### src/rtl/rr_sched_pkg.sv
// Shared types and helpers for the round-robin FIFO read scheduler.
package rr_sched_pkg;

   typedef enum logic [1:0] {
      S_ARB = 2'd0,
      S_POP = 2'd1,
      S_OUT = 2'd2
   } state_e;

   // Width of a source index; never narrower than one bit.
   function automatic int unsigned src_w(input int unsigned n);
      return (n > 2) ? $clog2(n) : 1;
   endfunction

endpackage

### src/rtl/rr_pick.sv
// Combinational round-robin picker: first set request at or after ptr, wrapping to 0.
module rr_pick #(
   parameter int unsigned N = 4,
   parameter int unsigned W = 2
) (
   input  logic [N-1:0] req,
   input  logic [W-1:0] ptr,
   output logic         found,
   output logic [W-1:0] idx
);

   logic [N-1:0] hi_req;

   always_comb begin
      hi_req = '0;
      for (int i = 0; i < int'(N); i++) begin
         hi_req[i] = req[i] && (i >= 32'(ptr));
      end
      found = |req;
      idx   = '0;
      // Lowest set bit overall is the wrap-around fallback.
      for (int i = int'(N) - 1; i >= 0; i--) begin
         if (req[i]) idx = W'(i);
      end
      if (|hi_req) begin
         for (int i = int'(N) - 1; i >= 0; i--) begin
            if (hi_req[i]) idx = W'(i);
         end
      end
   end

endmodule

### src/rtl/fifo_rr_sched.sv
// Drains N_SRC synchronous FIFOs into one valid/ready stream with bounded round-robin bursts.
module fifo_rr_sched
   import rr_sched_pkg::*;
#(
   parameter int unsigned N_SRC     = 4,
   parameter int unsigned D_WIDTH   = 8,
   parameter int unsigned MAX_BURST = 4,
   parameter int unsigned SRC_W     = src_w(N_SRC)
) (
   input  logic                       clk,
   input  logic                       rst_n,
   input  logic                       arb_en,
   input  logic [N_SRC-1:0]           fifo_empty,
   input  logic [N_SRC*D_WIDTH-1:0]   fifo_dout,
   output logic [N_SRC-1:0]           fifo_rd_en,
   output logic                       m_valid,
   input  logic                       m_ready,
   output logic [D_WIDTH-1:0]         m_data,
   output logic [SRC_W-1:0]           m_src,
   output logic                       busy
);

   localparam int unsigned BC_W = $clog2(MAX_BURST + 1);

   state_e             state_q, state_d;
   logic [SRC_W-1:0]   rr_ptr_q, rr_ptr_d;
   // Doubles as the current grant: it only changes when a new grant is made.
   logic [SRC_W-1:0]   last_q, last_d;
   logic [BC_W-1:0]    burst_cnt_q, burst_cnt_d;
   logic               m_valid_q, m_valid_d;
   logic [D_WIDTH-1:0] m_data_q, m_data_d;
   logic [SRC_W-1:0]   m_src_q, m_src_d;

   logic               pick_found;
   logic [SRC_W-1:0]   pick_idx;
   logic               last_empty;
   logic [D_WIDTH-1:0] last_head;

   rr_pick #(
      .N (N_SRC),
      .W (SRC_W)
   ) u_pick (
      .req   (~fifo_empty),
      .ptr   (rr_ptr_q),
      .found (pick_found),
      .idx   (pick_idx)
   );

   always_comb begin
      last_empty = 1'b1;
      last_head  = '0;
      fifo_rd_en = '0;
      for (int i = 0; i < int'(N_SRC); i++) begin
         if (last_q == SRC_W'(i)) begin
            last_empty    = fifo_empty[i];
            last_head     = fifo_dout[i*D_WIDTH +: D_WIDTH];
            fifo_rd_en[i] = (state_q == S_POP);
         end
      end
   end

   always_comb begin
      state_d     = state_q;
      rr_ptr_d    = rr_ptr_q;
      last_d      = last_q;
      burst_cnt_d = burst_cnt_q;
      m_valid_d   = m_valid_q;
      m_data_d    = m_data_q;
      m_src_d     = m_src_q;
      unique case (state_q)
         S_ARB: begin
            if (arb_en && pick_found) begin
               state_d = S_POP;
               if (!(burst_cnt_q < BC_W'(MAX_BURST) && burst_cnt_q != '0 && !last_empty)) begin
                  last_d      = pick_idx;
                  burst_cnt_d = '0;
               end
            end
         end
         S_POP: begin
            m_data_d    = last_head;
            m_src_d     = last_q;
            m_valid_d   = 1'b1;
            burst_cnt_d = burst_cnt_q + 1'b1;
            state_d     = S_OUT;
         end
         S_OUT: begin
            if (m_ready) begin
               m_valid_d = 1'b0;
               state_d   = S_ARB;
               // Empty here means the pop just taken was the source's last word.
               if (burst_cnt_q == BC_W'(MAX_BURST) || last_empty) begin
                  rr_ptr_d    = (last_q == SRC_W'(N_SRC - 1)) ? '0 : last_q + 1'b1;
                  burst_cnt_d = '0;
               end
            end
         end
         default: state_d = S_ARB;
      endcase
   end

   always_ff @(posedge clk or negedge rst_n) begin
      if (!rst_n) begin
         state_q     <= S_ARB;
         rr_ptr_q    <= '0;
         last_q      <= '0;
         burst_cnt_q <= '0;
         m_valid_q   <= 1'b0;
         m_data_q    <= '0;
         m_src_q     <= '0;
      end else begin
         state_q     <= state_d;
         rr_ptr_q    <= rr_ptr_d;
         last_q      <= last_d;
         burst_cnt_q <= burst_cnt_d;
         m_valid_q   <= m_valid_d;
         m_data_q    <= m_data_d;
         m_src_q     <= m_src_d;
      end
   end

   assign m_valid = m_valid_q;
   assign m_data  = m_data_q;
   assign m_src   = m_src_q;
   assign busy    = (state_q != S_ARB);

endmodule

### config.mk
export PLATFORM = sky130hd
export DESIGN_NAME = fifo_rr_sched
export DESIGN_NICKNAME = d
export VERILOG_FILES = /design/src/rtl/rr_sched_pkg.sv /design/src/rtl/rr_pick.sv /design/src/rtl/fifo_rr_sched.sv
export SDC_FILE = /design/constraint.sdc
export NUM_CORES = 1
export LEC_CHECK = 0
export CAP_MARGIN = 10
export CORE_ASPECT_RATIO = 0.75
export CORE_MARGIN = 10
export CORE_UTILIZATION = 42
export DETAILED_ROUTE_END_ITERATION = 10
export HOLD_SLACK_MARGIN = 0.05
export PLACE_DENSITY = 0.8
export SKIP_CTS_REPAIR_TIMING = 1
export SYNTH_ARGS = -nofsm -noshare
export SYNTH_HDL_FRONTEND = slang
export SYNTH_SLANG_ARGS = --single-unit
export TNS_END_PERCENT = 30
### constraint.sdc
create_clock -name clk -period 2.79 [get_ports clk]
set_clock_uncertainty 0.15 [all_clocks]
set_input_delay 0.558 -clock clk [delete_from_list [all_inputs] [get_ports clk]]
set_output_delay 0.558 -clock clk [all_outputs]
set_load 0.02 [all_outputs]
# Word-level counts from Yosys, hierarchy flattened
# Cells that the tools add are included.
[word_totals] regBits=20 output_inout_bits=16
[classes] order_cmp=4 add_sub_neg=2 mux=32 n_bitwise=2 n_eq_ne=10 reduce_logical=21
[op_table] cell="8-bit 2-to-1 mux" n=4
[op_table] cell="2-bit 2-to-1 mux" n=12
[op_table] cell="3-bit 2-to-1 mux" n=4
[op_table] cell="1-bit 2-to-1 mux" n=9
[op_table] cell="3-bit case mux with 3 select lines" n=1
[op_table] cell="2-bit inequality test (second input constant)" n=4
[op_table] cell="4-bit OR reduction" n=2
[op_table] cell="2-bit equality test (second input constant)" n=3
[op_table] cell="1-bit logical AND" n=6
[op_table] cell="2-bit case mux with 3 select lines" n=1
[op_table] cell="3-bit AND reduction" n=2
[op_table] cell="3-bit nonzero test" n=2
[op_table] cell="5-bit AND reduction" n=1
[op_table] cell="2-bit by 1-bit equality test with 1-bit output (second input constant)" n=2
[op_table] cell="1-bit by 2-bit greater-or-equal comparator with 1-bit output (first input constant)" n=2
[op_table] cell="2-bit logical NOT" n=2
[op_table] cell="4-bit NOT" n=1
[op_table] cell="2-bit AND reduction" n=2
[op_table] cell="2-bit nonzero test" n=2
[op_table] cell="3-bit by 1-bit adder with 3-bit output (second input constant)" n=1
[op_table] cell="3-bit equality test (second input constant)" n=1
[op_table] cell="3-bit < comparator (second input constant)" n=1
[op_table] cell="2-bit by 1-bit adder with 2-bit output (second input constant)" n=1
[op_table] cell="2-bit greater-or-equal comparator (first input constant)" n=1
[op_table] cell="4 further kinds" n=4

# Logic depth before layout (Yosys ltp)
# Gate-level depths: netlist of run 1.
[depth] ltp_word=10 depth_mapped=8 ltp_nobuf=7

# Modules after synthesis
# Synthesis of run 1 repeated with hierarchy kept, for this count alone.
[hier_totals] hier_cells=148 area_unflattened_um2=1316.3
[by_module_without_submodules] module="fifo_rr_sched" cells_per_inst=136 area_per_inst_um2=1243.7 n_inst=1
[by_module_without_submodules] module="rr_pick" cells_per_inst=12 area_per_inst_um2=72.6 n_inst=1

# Worst setup path after synthesis of run 1
# OpenSTA, ideal clock, no wires.
[synth_path] kind="register -> register" start="register last_q[0]" end="register rr_ptr_q[0]" t_required_ps=2515 path_stages_with_launch=9 period_less_slack_ps=2187 setup_slack_ps=603 arrival_ps=1912 n_path_buf=1 cell_sequence="dfrtp_1 -> inv_1 -> ha_1 -> nor2b_1 -> buf_6 -> a2111o_1 -> a41oi_2 -> nand2_2 -> mux2_4"
[synth_via] elab_chain_len=7 elab_cells_between_ends=12 classes_between="1 x add/sub; 3 x eq/ne; 5 x mux; 3 x reduce/logical"
[synth_rtl] element="from (decl)" line="fifo_rr_sched.sv:28" rtl="logic [SRC_W-1:0] last_q, last_d;"
[synth_rtl] element="from (signal assigned)" line="fifo_rr_sched.sv:114" rtl="last_q <= last_d;"
[synth_rtl] element="2-bit logical NOT" line="fifo_rr_sched.sv:54" rtl="if (last_q == SRC_W'(i)) begin"
[synth_rtl] element="1-bit 2-to-1 mux (4 in a row)" line="fifo_rr_sched.sv:54"
[synth_rtl] element="1-bit logical OR" line="fifo_rr_sched.sv:92" rtl="if (burst_cnt_q == BC_W'(MAX_BURST) || last_empty) begin"
[synth_rtl] element="3-bit AND reduction (no line)"
[synth_rtl] element="to (signal assigned)" line="fifo_rr_sched.sv:113" rtl="rr_ptr_q <= rr_ptr_d;"
[synth_rtl] element="to (decl)" line="fifo_rr_sched.sv:26" rtl="logic [SRC_W-1:0] rr_ptr_q, rr_ptr_d;"
# Parallel ways exist; a longest one is shown, timed or not.
# A chain may end at the register's enable or synchronous reset.

# Worst setup path after layout of run 1
[layout_path] start="register last_q[1]" end="output fifo_rd_en[1]"
[layout_via] elab_chain_len=2
[layout_rtl] element="2-bit by 1-bit equality test with 1-bit output" line="fifo_rr_sched.sv:54"
[layout_rtl] element="1-bit 2-to-1 mux" line="fifo_rr_sched.sv:54"
[layout_rtl] element="to (decl)" line="fifo_rr_sched.sv:15" rtl="output logic [N_SRC-1:0] fifo_rd_en,"
# No other way between the ends.

==> reports/results.md, run 1 <==
Logic synthesis
• Post-synth ARST share: 100%
• cell area after synthesis: 1260 um^2
• leading cell types by total area after synthesis: sky130_fd_sc_hd__dfrtp_1, sky130_fd_sc_hd__ha_1, sky130_fd_sc_hd__nor2b_1, sky130_fd_sc_hd__nand2_1, sky130_fd_sc_hd__a21oi_1
• dominant synthesized flop cell: sky130_fd_sc_hd__dfrtp_1
• Synth cell types: 33
• Post-Syn Nets: 193
• Gate Count Post-Synth: 147
• Yosys warning count: 0
• EDFF count, synth: 0
• flops & latches, synth: 20
• post-synth top area share: 39.6%
• count leader, synth: sky130_fd_sc_hd__dfrtp_1
• list of most frequent post-synthesis cells: sky130_fd_sc_hd__dfrtp_1, sky130_fd_sc_hd__nand2_1, sky130_fd_sc_hd__a21oi_1, sky130_fd_sc_hd__o21ai_0, sky130_fd_sc_hd__nor2b_1
• post-synthesis cell type with the largest combined area: sky130_fd_sc_hd__dfrtp_1
• mean instance size in the synthesized netlist: 8.61 um^2
• share of synthesized area occupied by flip-flops and latches: 39.6%

Finish
• # diodes: 0
• fillers: 231
• nets@finish: 248
• final standard cell utilization of the core: 65.4%
• footprint of the multi-input gates: 704 um^2
• Layout area overhead: 50.7%
• final non-filler cell total: 239
• fraction of layout instances using a drive strength above 1: 7.46%
• FF+latch area: 500 um^2

Setup path
• critical path buffer and inverter count: 2
• R2R setup slack: 400 ps
• endpoint arrival time on the critical path: 1860 ps
• category of the critical setup timing path: reg -> out
• worst-path maximum fanout: 12
• Reg2Reg Capture Point: rr_ptr_q[0]$_DFFE_PN0P_
• highest-delay cell along the critical path: sky130_fd_sc_hd__clkdlybuf4s50_1
• Req. time, crit path: 2080 ps
• maximum cell stage delay along the critical path: 600 ps
• crit path capture type: output port
• worst reg-to-reg path cell count: 7
• r2r startpoint: last_q[0]$_DFFE_PN0P_
• startpoint type of the worst setup path: flip-flop
• CP cell instances: inv_1 -> ha_2 -> and2_1 -> clkdlybuf4s50_1
• cell family contributing the most delay on the critical path: buffers and inverters

STA
• period utilisation layout: 91.9%
• number of hold violations in the final report: 0
• final number of setup-violating endpoints: 0
• minimum setup slack in the final design: 227 ps
• final total negative setup slack: 0 ps
• slew at the pin closest to its max-slew limit: 574 ps
• worst rel slew slack: 61.7%
• Min Clock Period, post-route: 2560 ps
• fmax: 390 MHz
• final count of pins violating max slew: 0
• unrepaired setup endpoints after global routing: no

Clock tree
• CTS buffer count: 3
• insertion delay to the later sink of the worst-skew pair: 250 ps
• clock tree root buffer cell: sky130_fd_sc_hd__clkbuf_8
• CTS H-tree lvls: 1
• CTS clock-pin slew for the worst setup and hold paths: 70 ps
• clock tree from TritonCTS: yes
• number of sinks on the clock net: 20
• buffer depth of the longest clock path: 2

GRT
• global-route congestion overflow total: 0
• largest net degree at the start of global routing: 21
• aggregate global-route resource usage: 13.7%
• number of global-route vias before repair: 1257
• antenna violations before repair: 0
• first-pass GRT wire length: 6390 um

Power and ir drop
• largest voltage drop on the vdd net: 347 uV
• Pwr Density: 966 nW/um^2
• post-layout power: 0.00184 W
• leak pwr: 0.801 nW

Floorplan
• initial standard-cell utilization of the core: 43.4%
• floorplan die area: 5630 um^2
• Die X-Extent: 83.4 um
• Top-Level Pins: 56
• standard cell core area: 2910 um^2
• overall die height: 67.5 um
• count of standard-cell rows: 17

Placement
• worst setup timing slack at the placement stage: 300 ps
• final RePlAce weighted congestion: 0.875
• quantity of I/O buffers inserted on ports: 55
• placed cell count: 235
• HPWL reported at the end of detailed placement: 3340 um

Hold path
• end point of the most critical hold path: m_src[0]$_DFFE_PN0P_
• worst hold path type: reg -> reg
• hold-critical path depth: 2
• hold wc startpoint: m_src[0]$_DFFE_PN0P_

Drt
• 1st-iter DRT viols: 97
• vias post-DR: 1266
• per-cell via count in the routed design: 5.30
• Routed Antenna Nets: 0
• DRC errors left: 0
• Wirelength per Cell: 16.9 um
• TritonRoute pass-1 iters: 4
• total wire length after detailed routing: 4040 um

Run status
• run status: complete, no violations

Flow run
• number of maximum-capacitance constraint violations: 0

report_power, final:
group	switching (W)	internal [W]
registers	0.000106	0.000420
logic	0.000600	0.000505
clock network	0.0000853	0.000125
how the worst max path moves through the flow:
stage	from	endpoint	slack [ps]	depth (start not counted)
final	last_q[1]$_DFFE_PN0P_	fifo_rd_en[1]	230	4
after CTS	state_q[1]$_DFFE_PN0P_	fifo_rd_en[0]	50	3
after global routing	last_q[1]$_DFFE_PN0P_	fifo_rd_en[1]	100	4
after detailed placement	last_q[1]$_DFFE_PN0P_	rr_ptr_q[1]$_DFFE_PN0P_	300	7
after floorplan	last_q[0]$_DFFE_PN0P_	rr_ptr_q[0]$_DFFE_PN0P_	600	8
after global placement	fifo_empty[1]	rr_ptr_q[1]$_DFFE_PN0P_	350	6
worst reg2reg max path, stage by stage (launching register included):
cell and delay, ps:
sky130_fd_sc_hd__dfrtp_1 420, sky130_fd_sc_hd__inv_1 160, sky130_fd_sc_hd__ha_1 190, sky130_fd_sc_hd__nor2b_1 490, sky130_fd_sc_hd__a2111o_1 310, sky130_fd_sc_hd__a41oi_2 130
sky130_fd_sc_hd__nand2_2 120, sky130_fd_sc_hd__mux2_4 300
area by class of cell:
| class | count | share of cell area (%) |
|---|---|---|
| Multi-Input combinational cell | 112 | 36.9 |
| Timing Repair Buffer | 58 | 30.1 |
| Sequential cell | 20 | 26.2 |
| Clock buffer | 4 | 2.89 |
| Tap cell | 38 | 2.49 |
| Inverter | 7 | 1.38 |
sequential cells by signal, summed over array words and instances (netlist names):
register	cells
m_data	8
burst_cnt_q	3
last_q	2
m_src	2
rr_ptr_q	2
state_q	2
m_valid	1
per-layer routing:
| metal | routed length [um] | GRT usage, % | part of all wire (%) | up-vias |
|---|---|---|---|---|
| met5 | 0 | 0 | 0 | - |
| met4 | 35 | 3.81 | 0.87 | 0 |
| met3 | 159 | 3.37 | 3.9 | 4 |
| met2 | 2090 | 23.9 | 52 | 26 |
| met1 | 1750 | 16.6 | 43 | 605 |
| li1 | - | - | - | 631 |
layout by cell type (no fill, tap or decap), types with 2 or more instances in the layout:
| cell | synthesis | layout |
|---|---|---|
| sky130_fd_sc_hd__nor3_1 | 8 | 8 |
| sky130_fd_sc_hd__a21oi_1 | 13 | 13 |
| sky130_fd_sc_hd__o21ai_0 | 13 | 13 |
| sky130_fd_sc_hd__nor2_1 | 7 | 7 |
| sky130_fd_sc_hd__nand2_1 | 19 | 19 |
| sky130_fd_sc_hd__a221oi_1 | 7 | 7 |
| sky130_fd_sc_hd__ha_1 | 6 | 5 |
| sky130_fd_sc_hd__mux2_4 | 2 | 2 |
| sky130_fd_sc_hd__nand3b_1 | 2 | 2 |
| sky130_fd_sc_hd__nor2b_1 | 12 | 11 |
| sky130_fd_sc_hd__buf_4 | 0 | 3 |
| sky130_fd_sc_hd__clkdlybuf4s50_1 | 0 | 55 |
| sky130_fd_sc_hd__o21ai_1 | 3 | 3 |
| sky130_fd_sc_hd__dfrtp_1 | 20 | 20 |
| sky130_fd_sc_hd__and2_1 | 4 | 4 |
| sky130_fd_sc_hd__clkbuf_8 | 0 | 4 |
| sky130_fd_sc_hd__inv_1 | 7 | 7 |
logic make-up (layout without fill, tap and decap cells):
logic type / Yosys count / in the layout / synth area share, %
flops: 20 / 20 / 39.6
fa+ha+maj: 6 / 6 / 5.93
simple gates: 59 / 59 / 23.6
buf+inv: 15 / 69 / 5.14
mux: 2 / 2 / 2.37
compound gates: 45 / 45 / 23.3
metrics by stage:
stage                     area, um^2  hold slack [ps]
final                           1910              327
after global placement          1850              312
after global routing            1910              382
after floorplan                 1260              112
after CTS                       1900              337
after detailed placement        1850              321
Note: power is estimated with default switching activity, not from simulation.
==> run 2, diff against run 1 <==
Settings changed: SLEW_MARGIN from default to 0.
==> results of run 2 <==
Same layout as run 1: the final DEF is identical, and so are final timing and power.
==> run 3, diff against run 2 <==
Settings changed: CORE_UTILIZATION 42 to 45, PLACE_DENSITY 0.8 to 0.85.
Clock period 2.79 ns to 3.28 ns, I/O delays scaled along.
==> reports/results.md, run 3 (synthesis results as in run 1) <==
Run status
• run status: complete, no violations

Finish
• fraction of layout instances using a drive strength above 1: 6.47%, -1.0 points
• number of flip-flops under the largest register name: 8, unchanged
• most common library cell in the layout ignoring fill and taps: sky130_fd_sc_hd__clkdlybuf4s50_1
• # diodes: 0, unchanged
• nets@finish: 248, unchanged
• fillers: 214, -7.4%
• Layout area overhead: 51.4%
• footprint of the multi-input gates: 699 um^2, -0.71%
• commonest cells after routing, fill and taps aside: sky130_fd_sc_hd__clkdlybuf4s50_1, sky130_fd_sc_hd__dfrtp_1, sky130_fd_sc_hd__nand2_1, sky130_fd_sc_hd__o21ai_0, sky130_fd_sc_hd__a21oi_1
• FF+latch area: 500 um^2, unchanged

Clock tree
• insertion delay to the later sink of the worst-skew pair: 260 ps, about the same
• clock tree from TritonCTS: yes
• buffer depth of the longest clock path: 2, unchanged
• CTS clock-pin slew for the worst setup and hold paths: 80 ps, about the same
• number of sinks on the clock net: 20, unchanged
• clock tree root buffer cell: sky130_fd_sc_hd__clkbuf_8
• CTS H-tree lvls: 1, unchanged
• CTS buffer count: 3, unchanged

STA
• worst rel slew slack: 39.7%, -22 points
• slew at the pin closest to its max-slew limit: 902 ps, +328 ps
• unrepaired setup endpoints after global routing: no
• Post-Route Hold Slack: 337 ps, +10.0 ps
• Min Clock Period, post-route: 2830 ps
• final number of setup-violating endpoints: 0, unchanged
• period utilisation layout: 86.3%
• final total negative setup slack: 0 ps, unchanged
• number of hold violations in the final report: 0, unchanged
• final count of pins violating max slew: 0, unchanged
• fmax: 353 MHz

Setup path
• startpoint type of the worst setup path: flip-flop
• Reg2Reg Capture Point: rr_ptr_q[0]$_DFFE_PN0P_
• category of the critical setup timing path: reg -> out
• crit path capture type: output port
• Req. time, crit path: 2470 ps, +390 ps
• worst-path maximum fanout: 12, unchanged
• r2r startpoint: last_q[1]$_DFFE_PN0P_
• endpoint arrival time on the critical path: 2020 ps, +160 ps
• worst reg-to-reg path cell count: 7, unchanged
• R2R setup slack: 650 ps, +250 ps

Drt
• TritonRoute pass-1 iters: 4, unchanged
• DRC errors left: 0, unchanged
• Routed Antenna Nets: 0, unchanged
• total wire length after detailed routing: 4150 um, +2.8%
• Wirelength per Cell: 17.5 um, +3.7%
• 1st-iter DRT viols: 46, -53%
• per-cell via count in the routed design: 5.54, +4.5%
• vias post-DR: 1312, +3.6%

Hold path
• hold-critical path depth: 2, unchanged
• worst hold path type: reg -> reg
• hold wc startpoint: m_data[0]$_DFFE_PN0P_
• end point of the most critical hold path: m_data[0]$_DFFE_PN0P_

Placement
• final RePlAce weighted congestion: 0.948, +8.4%
• HPWL reported at the end of detailed placement: 3260 um, -2.4%
• quantity of I/O buffers inserted on ports: 55, unchanged

GRT
• first-pass GRT wire length: 6460 um, +1.1%
• global-route congestion overflow total: 0, unchanged
• largest net degree at the start of global routing: 21, unchanged
• number of global-route vias before repair: 1351, +7.5%
• antenna violations before repair: 0, unchanged
• aggregate global-route resource usage: 15.0%, +1.3 points

Power and ir drop
• largest voltage drop on the vdd net: 578 uV, +67%
• Pwr Density: 852 nW/um^2, -12%
• leak pwr: 0.809 nW, +1.0%

Floorplan
• initial standard-cell utilization of the core: 47.9%, +4.5 points
• Top-Level Pins: 56, unchanged
• floorplan die area: 5350 um^2, -4.9%
• overall die height: 65.9 um, -2.4%
• Die X-Extent: 81.2 um, -2.6%
• standard cell core area: 2640 um^2, -9.3%
• count of standard-cell rows: 16, -1

Flow run
• number of maximum-capacitance constraint violations: 0, unchanged

run 3: worst max-delay path, stage by stage (launching register included):
cell and delay [ps]:
sky130_fd_sc_hd__dfrtp_1 400, sky130_fd_sc_hd__inv_1 120, sky130_fd_sc_hd__ha_1 440, sky130_fd_sc_hd__and2_1 190, sky130_fd_sc_hd__clkdlybuf4s50_1 600
run 3: per-layer routing:
metal | track usage, % | vias to the layer above | part of all wire (%)
met5 | 0 | - | 0
met4 | 3.02 | 0 | 0.46
met3 | 4.89 | 5 | 8.9
met2 | 25.9 | 57 | 47
met1 | 17.9 | 618 | 44
li1 | - | 632 | -
run 3: cell type report:
class                   instances  share of cell area (%)
clock buffers                   3                    2.16
flip-flops and latches         20                    26.1
clock inverters                 1                    1.57
multi-input cells             112                    36.5
repair buffers                 58                    29.9
well taps                      36                    2.35
inverters                       7                    1.37
run 3: how the worst max path moves through the flow:
stage,start,endpoint,slack [ps],cells past startpoint
after floorplan,last_q[0]$_DFFE_PN0P_,fifo_rd_en[2],1080,5
after global placement,fifo_empty[1],rr_ptr_q[0]$_DFFE_PN0P_,750,6
after detailed placement,fifo_empty[1],rr_ptr_q[0]$_DFFE_PN0P_,680,6
after CTS,last_q[1]$_DFFE_PN0P_,fifo_rd_en[1],440,4
after global routing,last_q[1]$_DFFE_PN0P_,fifo_rd_en[1],370,4
final,last_q[1]$_DFFE_PN0P_,fifo_rd_en[1],450,4
run 3: metrics by stage:
step | power (W) | area, um^2 | instances | util, % | setup slack, ps
after floorplan | 0.00103 | 1260 | 147 | - | 1080
after global placement | 0.00133 | 1840 | 233 | 69.8 | 747
after detailed placement | 0.00139 | 1840 | 233 | 69.8 | 683
after CTS | 0.00164 | 1920 | 237 | 72.5 | 444
after global routing | 0.00175 | 1920 | 237 | 72.5 | 368
final | 0.00163 | 1920 | 237 | 72.5 | 449
run 3: power breakdown:
group | internal (W) | leakage, nW | switching, W
combinational | 0.000432 | 0.522 | 0.000501
clock | 0.000163 | 0.0357 | 0.0000873
sequential | 0.000357 | 0.252 | 0.0000914
